### src/rtl/matrix_reshape.sv
// matrix_reshape
// Packs a dense row-major list of r*c elements into a MAX_DIM x MAX_DIM
// zero-padded grid, either as-is (mode 0) or transposed (mode 1). After a
// start the operands are snapshotted and one grid position is produced per
// clock. The finished grid is committed to data_out in a single edge.
//
// Ports:
//   clk       system clock, rising edge
//   reset_n   asynchronous active-low reset
//   start     single-cycle request, honoured only in IDLE or DONE
//   mode      0 = row-major pack, 1 = transposed pack
//   r, c      source rows / columns (legal 1..MAX_DIM)
//   data_in   dense source list, element k at [k*DATA_WIDTH +: DATA_WIDTH]
//   data_out  grid, position row*MAX_DIM+col at [p*DATA_WIDTH +: DATA_WIDTH]
//   out_rows  result rows (r in mode 0, c in mode 1)
//   out_cols  result columns (c in mode 0, r in mode 1)
//   busy      high while walking the grid
//   done      high while a result is being held
//   err       high after a start with illegal dimensions
module matrix_reshape #(
  parameter int DATA_WIDTH = 9,
  parameter int MAX_DIM    = 5,
  parameter int DIM_W      = $clog2(MAX_DIM + 1)
) (
  input  logic                                   clk,
  input  logic                                   reset_n,
  input  logic                                   start,
  input  logic                                   mode,
  input  logic [DIM_W-1:0]                       r,
  input  logic [DIM_W-1:0]                       c,
  input  logic [MAX_DIM*MAX_DIM*DATA_WIDTH-1:0]  data_in,
  output logic [MAX_DIM*MAX_DIM*DATA_WIDTH-1:0]  data_out,
  output logic [DIM_W-1:0]                       out_rows,
  output logic [DIM_W-1:0]                       out_cols,
  output logic                                   busy,
  output logic                                   done,
  output logic                                   err
);

  localparam int N  = MAX_DIM * MAX_DIM;
  localparam int AW = $clog2(N);        // grid position counter
  localparam int IW = $clog2(N + 1);    // source index / offset registers
  localparam int SW = IW + 1;           // base + offset sum

  typedef enum logic [1:0] {IDLE, RUN, DONE} state_t;

  state_t                 state;
  logic [DATA_WIDTH-1:0]  src_q [N];
  logic [N*DATA_WIDTH-1:0] grid_q;
  logic [DIM_W-1:0]       r_q, c_q;
  logic                   mode_q;
  logic [AW-1:0]          p;
  logic [DIM_W-1:0]       row, col;
  logic [IW-1:0]          s0;       // mode 0: running in-region index
  logic [IW-1:0]          base;     // mode 1: current output row
  logic [IW-1:0]          offset;   // mode 1: col * c within the row

  logic [DIM_W-1:0]       rows_eff, cols_eff;
  logic                   in_reg;
  logic                   illegal;
  logic [SW-1:0]          sel;
  logic [DATA_WIDTH-1:0]  val;

  always_comb begin
    rows_eff = mode_q ? c_q : r_q;
    cols_eff = mode_q ? r_q : c_q;
    in_reg   = (row < rows_eff) && (col < cols_eff);
    illegal  = (r == '0) || (c == '0) ||
               (r > DIM_W'(MAX_DIM)) || (c > DIM_W'(MAX_DIM));
    sel      = mode_q ? ({1'b0, base} + {1'b0, offset}) : {1'b0, s0};
  end

  // Source select as a compare-mux: out-of-region positions never index the
  // source, so the sum is only meaningful (and bounded by r*c-1) when in_reg.
  always_comb begin
    val = '0;
    if (in_reg) begin
      for (int unsigned k = 0; k < N; k++) begin
        if (sel == SW'(k)) val = src_q[k];
      end
    end
  end

  always_ff @(posedge clk or negedge reset_n) begin
    if (!reset_n) begin
      state    <= IDLE;
      for (int unsigned k = 0; k < N; k++) src_q[k] <= '0;
      grid_q   <= '0;
      r_q      <= '0;
      c_q      <= '0;
      mode_q   <= 1'b0;
      p        <= '0;
      row      <= '0;
      col      <= '0;
      s0       <= '0;
      base     <= '0;
      offset   <= '0;
      data_out <= '0;
      out_rows <= '0;
      out_cols <= '0;
      busy     <= 1'b0;
      done     <= 1'b0;
      err      <= 1'b0;
    end else begin
      case (state)
        IDLE, DONE: begin
          if (start) begin
            if (illegal) begin
              state <= IDLE;
              err   <= 1'b1;
              done  <= 1'b0;
            end else begin
              for (int unsigned k = 0; k < N; k++)
                src_q[k] <= data_in[k*DATA_WIDTH +: DATA_WIDTH];
              r_q    <= r;
              c_q    <= c;
              mode_q <= mode;
              grid_q <= '0;
              p      <= '0;
              row    <= '0;
              col    <= '0;
              s0     <= '0;
              base   <= '0;
              offset <= '0;
              err    <= 1'b0;
              done   <= 1'b0;
              busy   <= 1'b1;
              state  <= RUN;
            end
          end
        end

        RUN: begin
          grid_q[p*DATA_WIDTH +: DATA_WIDTH] <= val;
          if (in_reg) s0 <= s0 + IW'(1);

          if (col == DIM_W'(MAX_DIM - 1)) begin
            col    <= '0;
            row    <= row + DIM_W'(1);
            base   <= base + IW'(1);
            offset <= '0;
          end else begin
            col <= col + DIM_W'(1);
            if (in_reg) offset <= offset + IW'(c_q);
          end

          if (p == AW'(N - 1)) begin
            // Last position bypasses grid_q so the whole result lands at once.
            data_out <= {val, grid_q[(N-1)*DATA_WIDTH-1:0]};
            out_rows <= rows_eff;
            out_cols <= cols_eff;
            busy     <= 1'b0;
            done     <= 1'b1;
            state    <= DONE;
          end else begin
            p <= p + AW'(1);
          end
        end

        default: state <= IDLE;
      endcase
    end
  end

endmodule

### config.mk
export PLATFORM = sky130hd
export DESIGN_NAME = matrix_reshape
export DESIGN_NICKNAME = d
export VERILOG_FILES = /design/src/rtl/matrix_reshape.sv
export SDC_FILE = /design/constraint.sdc
export NUM_CORES = 1
export LEC_CHECK = 0
export CAP_MARGIN = 20
export CORE_MARGIN = 2
export CORE_UTILIZATION = 48
export CTS_CLUSTER_DIAMETER = 100
export DETAILED_ROUTE_END_ITERATION = 10
export PLACE_DENSITY_LB_ADDON = 0.08
export RECOVER_POWER = 25
export SETUP_SLACK_MARGIN = 0.15
export SLEW_MARGIN = 30
export SYNTH_ARGS = -nofsm -noshare
export SYNTH_HDL_FRONTEND = slang
export SYNTH_SLANG_ARGS = --single-unit
### constraint.sdc
create_clock -name clk -period 5.03 [get_ports clk]
set_input_delay 0.503 -clock clk [delete_from_list [all_inputs] [get_ports clk]]
set_output_delay 0.503 -clock clk [all_outputs]
set_load 0.01 [all_outputs]
==> impl_metrics.env, run 1 <==
export IMPL_r2r_end="grid_q[156]$_DFFE_PN0P_"
export IMPL_synth_main_ff_cell="dfrtp_1"
export IMPL_layout_commonest_cell="nand2_1"
export IMPL_power_density_nw_per_um2=699
export IMPL_outcome="complete, but fails checks"
export IMPL_grt_pass1_vias=25760
export IMPL_vias=25957
export IMPL_hold_class="primary input to flip-flop"
export IMPL_grt_use_total_pct=31.9
export IMPL_p_leak_uw=0.0186
export IMPL_nNetsFinal=3998
export IMPL_drtAntennaViolNets=0
export IMPL_io_pins=469
export IMPL_cts_tree="built"
export IMPL_io_buffers=468
export IMPL_post_dp_hpwl_microns=72600
export IMPL_cp_slowest_cell="or3_2"
export IMPL_place_gp_congestion=0.973
export IMPL_dr_pass1_iters=6
export IMPL_synthCells=3314
export IMPL_worst_pin_slew_ps=2610
export IMPL_antenna_found_initial=1
export IMPL_clock_latency_ps=630
export IMPL_synth_area_sq_um=29900
export IMPL_wl_per_cell_microns=22.0
export IMPL_num_antenna_cells=0
export IMPL_initial_utilization_pct=48.5
export IMPL_yosys_warnings=0
export IMPL_ys_top_cells_by_area="dfrtp_1 59%, nand2_1 20%, o21ai_0 2.7%"
export IMPL_worstPathMaxFanout=24
export IMPL_synth_seq_cells=710
export IMPL_cp_arrival_ps=5160
export IMPL_rr_worst_depth=11
export IMPL_fin_crit_sh_pct=92.7
export IMPL_critPathMaxStageDelay_ps=830
export IMPL_drv_cap=2
export IMPL_clock_sinks=710
export IMPL_maxSlewViolCount=133
export IMPL_violations="max-capacitance violations, max-slew violations"
export IMPL_r2r_slack_ps=370
export IMPL_final_util_pct=62.1
export IMPL_dp_cells=4497
export IMPL_fp_dieH_microns=254
export IMPL_syn2layout_area_growth_pct=27.9
export IMPL_die_width_microns=254
export IMPL_cts_made_buffers=75
export IMPL_synth_top_cell_by_area="dfrtp_1"
export IMPL_grt_pass1_wl_microns=156000
export IMPL_cpMostUsedCell="nor2_1"
export IMPL_coreArea_sq_um=61700
export IMPL_clkTransAtPathRegs_ps=60
export IMPL_fmax_mhz=215
export IMPL_syn_nets=3572
export IMPL_die_area_sq_um=64400
export IMPL_relSlewSlack_pct=-73.9
export IMPL_synth_cell_types=83
export IMPL_cp_start_kind="flip-flop"
export IMPL_root_buffer="clkbuf_16"
export IMPL_fin_crit_ps=4660
export IMPL_cp_top_family="simple AND/OR/NAND/NOR gates"
export IMPL_grt_max_degree=217
export IMPL_cp_buffers_inverters=1
export IMPL_drive_gt1_share_pct=5.87
export IMPL_synth_top_cell_area_share_pct=59.3
export IMPL_synth_edf_count=0
export IMPL_clk_path_buf_depth=3
export IMPL_worstSetupPathType="flip-flop to flip-flop"
export IMPL_ys_seq_area_share_pct=59.3
export IMPL_holdPathStages=3
export IMPL_clock_skew_ps=34.0
export IMPL_tns_ps=0
export IMPL_hold_start="data_in[120]"
export IMPL_setup_viol=0
export IMPL_worstSetupEndpointType="flip-flop"
export IMPL_rsz0062_at_grt="yes"
export IMPL_first_iter_violations=2413
export IMPL_peakVddDrop_v=0.000415
export IMPL_std_cell_rows=91
export IMPL_final_cell_mix="1599 x nand2_1, 709 x dfrtp_1, 467 x clkdlybuf4s50_1"
export IMPL_drt_total_wl_microns=102000
export IMPL_hold_violations=0
export IMPL_r2r_start="base[0]$_DFFE_PN0P_"
export IMPL_drc_errors=0
export IMPL_async_flop_share_pct=100
export IMPL_grt_overflow_total=0
export IMPL_holdPathEnd="src_q[102]$_DFFE_PN0P_"
export IMPL_avgSynthCellArea_sq_um=9.03
export IMPL_instances_no_fill=4639
export IMPL_required_ps=5530
export IMPL_htreeDepth=3
export IMPL_via_per_inst=5.60
export IMPL_crit_path_cell_trace="ha_1, inv_1, fa_1, xor2_1, o221ai_2, a21oi_1, nand2_1, nor2_1, nor2_1, or3_2, a22o_1"
export IMPL_fillCellCount=5310
## worst max path at each step
| stage | cells after the start | from | slack [ps] | endpoint |
|---|---|---|---|---|
| 5_1_grt | 14 | base[0]$_DFFE_PN0P_ | 90 | grid_q[67]$_DFFE_PN0P_ |
| 4_1_cts | 14 | base[0]$_DFFE_PN0P_ | 240 | grid_q[184]$_DFFE_PN0P_ |
| 3_3_place_gp | 13 | offset[0]$_DFFE_PN0P_ | 540 | grid_q[97]$_DFFE_PN0P_ |
| 3_5_place_dp | 14 | base[0]$_DFFE_PN0P_ | 270 | grid_q[184]$_DFFE_PN0P_ |
| 2_1_floorplan | 15 | base[0]$_DFFE_PN0P_ | 1510 | grid_q[75]$_DFFE_PN0P_ |
| 6_report | 11 | base[0]$_DFFE_PN0P_ | 370 | grid_q[156]$_DFFE_PN0P_ |
## cell usage after synthesis, types with 9 or more instances
| master | instances |
|---|---|
| o211ai_1 | 10 |
| a222oi_1 | 9 |
| a22o_1 | 61 |
| xor2_1 | 12 |
| nand3_1 | 41 |
| nand4_1 | 10 |
| mux2i_1 | 12 |
| o21ai_1 | 11 |
| a31oi_1 | 26 |
| a221oi_1 | 19 |
| o31ai_1 | 67 |
| clkbuf_1 | 142 |
| nor2b_1 | 9 |
| ha_1 | 21 |
| a21oi_1 | 49 |
| buf_2 | 22 |
| o22ai_1 | 12 |
| a22oi_1 | 19 |
| dfrtp_1 | 710 |
| nor3_1 | 24 |
| nor2_1 | 95 |
| nand2_1 | 1599 |
| inv_1 | 18 |
| o21ai_0 | 164 |
## state kept, by name, summed over array words and instances (netlist names), 3 cells and up
| signal | count |
|---|---|
| grid_q | 216 |
| out_rows | 3 |
| c_q | 3 |
| s0 | 5 |
| col | 3 |
| r_q | 3 |
| out_cols | 3 |
| src_q | 225 |
| data_out | 225 |
| base | 5 |
| offset | 5 |
| p | 5 |
| row | 3 |
## worst min-delay path, stage by stage
cell and delay [ps]:
clkdlybuf4s50_1 390, nand2_1 60, nand2_1 40
## final cells by class
type	count	area [sq um]	share of cell area, %
flip-flops and latches	710	17800	46.4
multi-input cells	2405	11500	30.0
clock inverters	34	564	1.47
clock buffers	105	2090	5.46
well taps	837	1050	2.73
repair buffers	530	5280	13.8
inverters	18	67.6	0.176
## metrics by stage
step	hold WS, ps	cell area, sq um	power (uW)	setup slack [ps]
after floorplan	207	29900	15000	1510
after global placement	447	35600	20400	539
after detailed placement	453	35600	20600	275
after CTS	380	38200	26600	237
after global routing	408	38300	28100	85.2
final	403	38300	26800	369
## power by group
group	switching [uW]	internal [uW]	total [uW]
Sequential	1920	7870	9800
Clock	2350	3570	5920
Combinational	7350	3720	11100
## per-layer routing
metal	wire length, microns	global-route usage [%]
met1	43200	44.3
met2	48400	51.3
met3	6780	4.64
met4	3590	11.9
met5	0	0
## timing repair
item	4_1_cts	5_1_grt
setup endpoints to repair	0	56
resized for setup	0	3
endpoints found under the hold margin	92	0
setup buffers	0	0
hold buffers	1	0
## kinds of logic (layout without fill, tap and decap cells)
| logic type | Yosys count | count (layout) | synth area share (%) |
|---|---|---|---|
| AO/OA/AOI/OAI | 512 | 512 | 11.7 |
| XOR/XNOR | 17 | 17 | 0.497 |
| adder cells (fa/ha/maj) | 23 | 23 | 1.01 |
| buffers and inverters | 199 | 687 | 2.78 |
| flip-flops | 710 | 710 | 59.3 |
| multiplexers | 14 | 14 | 0.476 |
| AND/OR/NAND/NOR | 1839 | 1839 | 24.2 |
Power figures use the tool's default switching activity.
==> inputs of run 2 (changes only) <==
ABC_CLOCK_PERIOD_IN_PS = 5030   (was default)
==> results of run 2 <==
The final DEF is identical to that of run 1; final timing and power are the same.
==> inputs of run 3 (changes only) <==
SLEW_MARGIN = 0   (was 30)
==> impl_metrics.env, run 3 (synthesis results as in run 1) <==
export IMPL_outcome="complete, but fails checks"
export IMPL_violations="max-capacitance violations, max-slew violations"
export IMPL_first_iter_violations=2210
export IMPL_drv_cap=2
export IMPL_clock_latency_ps=640
export IMPL_antenna_found_initial=2
export IMPL_post_dp_hpwl_microns=72600
export IMPL_worstSetupPathType="flip-flop to flip-flop"
export IMPL_fin_crit_ps=4710
export IMPL_fp_dieH_microns=254
export IMPL_met2_usage_pct=51.1
export IMPL_met3_usage_pct=4.76
export IMPL_drive_gt1_share_pct=5.92
export IMPL_top_regs="data_out (225), src_q (225), grid_q (216)"
export IMPL_dr_pass1_iters=7
export IMPL_die_area_sq_um=64400
export IMPL_rsz0062_at_grt="yes"
export IMPL_drt_total_wl_microns=102000
export IMPL_grt_max_degree=217
export IMPL_clock_skew_ps=39.4
export IMPL_grt_busiest_layer="met2"
export IMPL_required_ps=5540
export IMPL_clk_path_buf_depth=3
export IMPL_via_per_inst=5.60
export IMPL_setup_viol=0
export IMPL_syn2layout_area_growth_pct=27.5
export IMPL_clkTransAtPathRegs_ps=60
export IMPL_cts_setup_buffers=0
export IMPL_htreeDepth=3
export IMPL_grt_pass1_wl_microns=156000
export IMPL_relSlewSlack_pct=-72.4
export IMPL_peakVddDrop_v=0.000578
export IMPL_vias=25962
export IMPL_place_gp_congestion=0.973
export IMPL_drtAntennaViolNets=0
export IMPL_holdWs_ps=399
export IMPL_hold_class="primary input to flip-flop"
export IMPL_power_density_nw_per_um2=694
export IMPL_cts_tree="built"
export IMPL_maxSlewViolCount=243
export IMPL_cts_made_buffers=75
export IMPL_cp_start_kind="flip-flop"
export IMPL_initial_utilization_pct=48.5
export IMPL_use_met1_pct=44.3
export IMPL_io_buffers=468
export IMPL_clock_sinks=710
export IMPL_tns_ps=0
export IMPL_grt_overflow_total=0
export IMPL_io_pins=469
export IMPL_layout_commonest_cell="nand2_1"
export IMPL_worst_pin_slew_ps=2590
export IMPL_root_buffer="clkbuf_16"
export IMPL_cp_arrival_ps=5210
export IMPL_nNetsFinal=3998
export IMPL_fmax_mhz=213
export IMPL_p_leak_uw=0.0186
export IMPL_std_cell_rows=91
export IMPL_die_width_microns=254
export IMPL_worstSetupEndpointType="flip-flop"
export IMPL_final_cell_mix="1599 x nand2_1, 710 x dfrtp_1, 467 x clkdlybuf4s50_1"
export IMPL_drc_errors=0
export IMPL_coreArea_sq_um=61700
export IMPL_fin_crit_sh_pct=93.5
export IMPL_wl_per_cell_microns=22.0
export IMPL_worstPathMaxFanout=24
export IMPL_grt_use_total_pct=32.0
export IMPL_grt_pass1_vias=25969
export IMPL_hold_violations=0
[run 3: changes by cell type in the layout (fill, tap and decap cells not counted), moves of 2 or more]
cell        previous run  this run
a31oi_2                4         0
nor2_1                91        93
bufinv_16             12         5
a31oi_1               22        26
nor2_2                 3         1
buf_4                 45        47
clkinvlp_4             0         2
clkbuf_8               6        20
clkbuf_1              23        11
[run 3: path summary, 6_finish.rpt]
kind                                         from                   endpoint  slack (ps)  depth (start not counted)
min reg2reg                grid_q[50]$_DFFE_PN0P_   data_out[50]$_DFFE_PN0P_         460                          2
min                                  data_in[154]      src_q[64]$_DFFE_PN0P_         400                          3
max reg2reg                   base[0]$_DFFE_PN0P_    grid_q[156]$_DFFE_PN0P_         320                         11
max in group asynchronous                 reset_n      src_q[32]$_DFFE_PN0P_         980                          3
max                           base[0]$_DFFE_PN0P_    grid_q[156]$_DFFE_PN0P_         320                         11
min in group asynchronous                 reset_n  data_out[178]$_DFFE_PN0P_        1220                          2
[run 3: layer usage]
metal	part of all wire, %	vias to the layer above
li1	-	11816
met1	42	12878
met2	47	1049
met3	6.6	219
met4	3.8	0
met5	0	-
[run 3: where the power goes]
| part | internal, uW | total [uW] | leakage (uW) | switching [uW] |
|---|---|---|---|---|
| registers | 7870 | 9790 | 0.00944 | 1920 |
| clock network | 3390 | 5750 | 0.00129 | 2360 |
| logic | 3640 | 10900 | 0.00784 | 7310 |
| total | 14900 | 26500 | 0.0186 | 11600 |
[run 3: critical path, cell delays in order, from the launching register on]
cell and delay [ps]:
dfrtp_1 420, ha_1 220, inv_1 60, fa_1 440, xor2_1 610, o221ai_2 280, a21oi_1 740, nand2_1 310
nor2_1 230, nor2_1 70, or3_2 830, a22o_1 330
[run 3: what timing repair did]
item,4_1_cts,5_1_grt
setup endpoints to repair,0,32
hold buffers,1,0
endpoints found under the hold margin,92,0
gates resized for setup,0,3
[run 3: through the flow]
stage | cells | utilization [%] | instance area (sq um) | setup WS (ps) | power (uW)
detailed placement | 4497 | 57.6 | 35600 | 246 | 20600
CTS | 4634 | 61.9 | 38200 | 244 | 26400
finish | 4637 | 61.9 | 38200 | 325 | 26500
global route | 4636 | 61.8 | 38200 | 130 | 27800
floorplan | 3314 | - | 29900 | 1510 | 15000
global placement | 4497 | 57.6 | 35600 | 539 | 20400
[run 3: layout make-up]
type	count	area, sq um
clock buffer	107	2240
tap	837	1050
fill	5266	23500
sequential	710	17800
antenna	1	2.50
timing repair buffer	530	5240
inverter	18	67.6
multi-input combinational	2405	11400
clock inverter	29	367
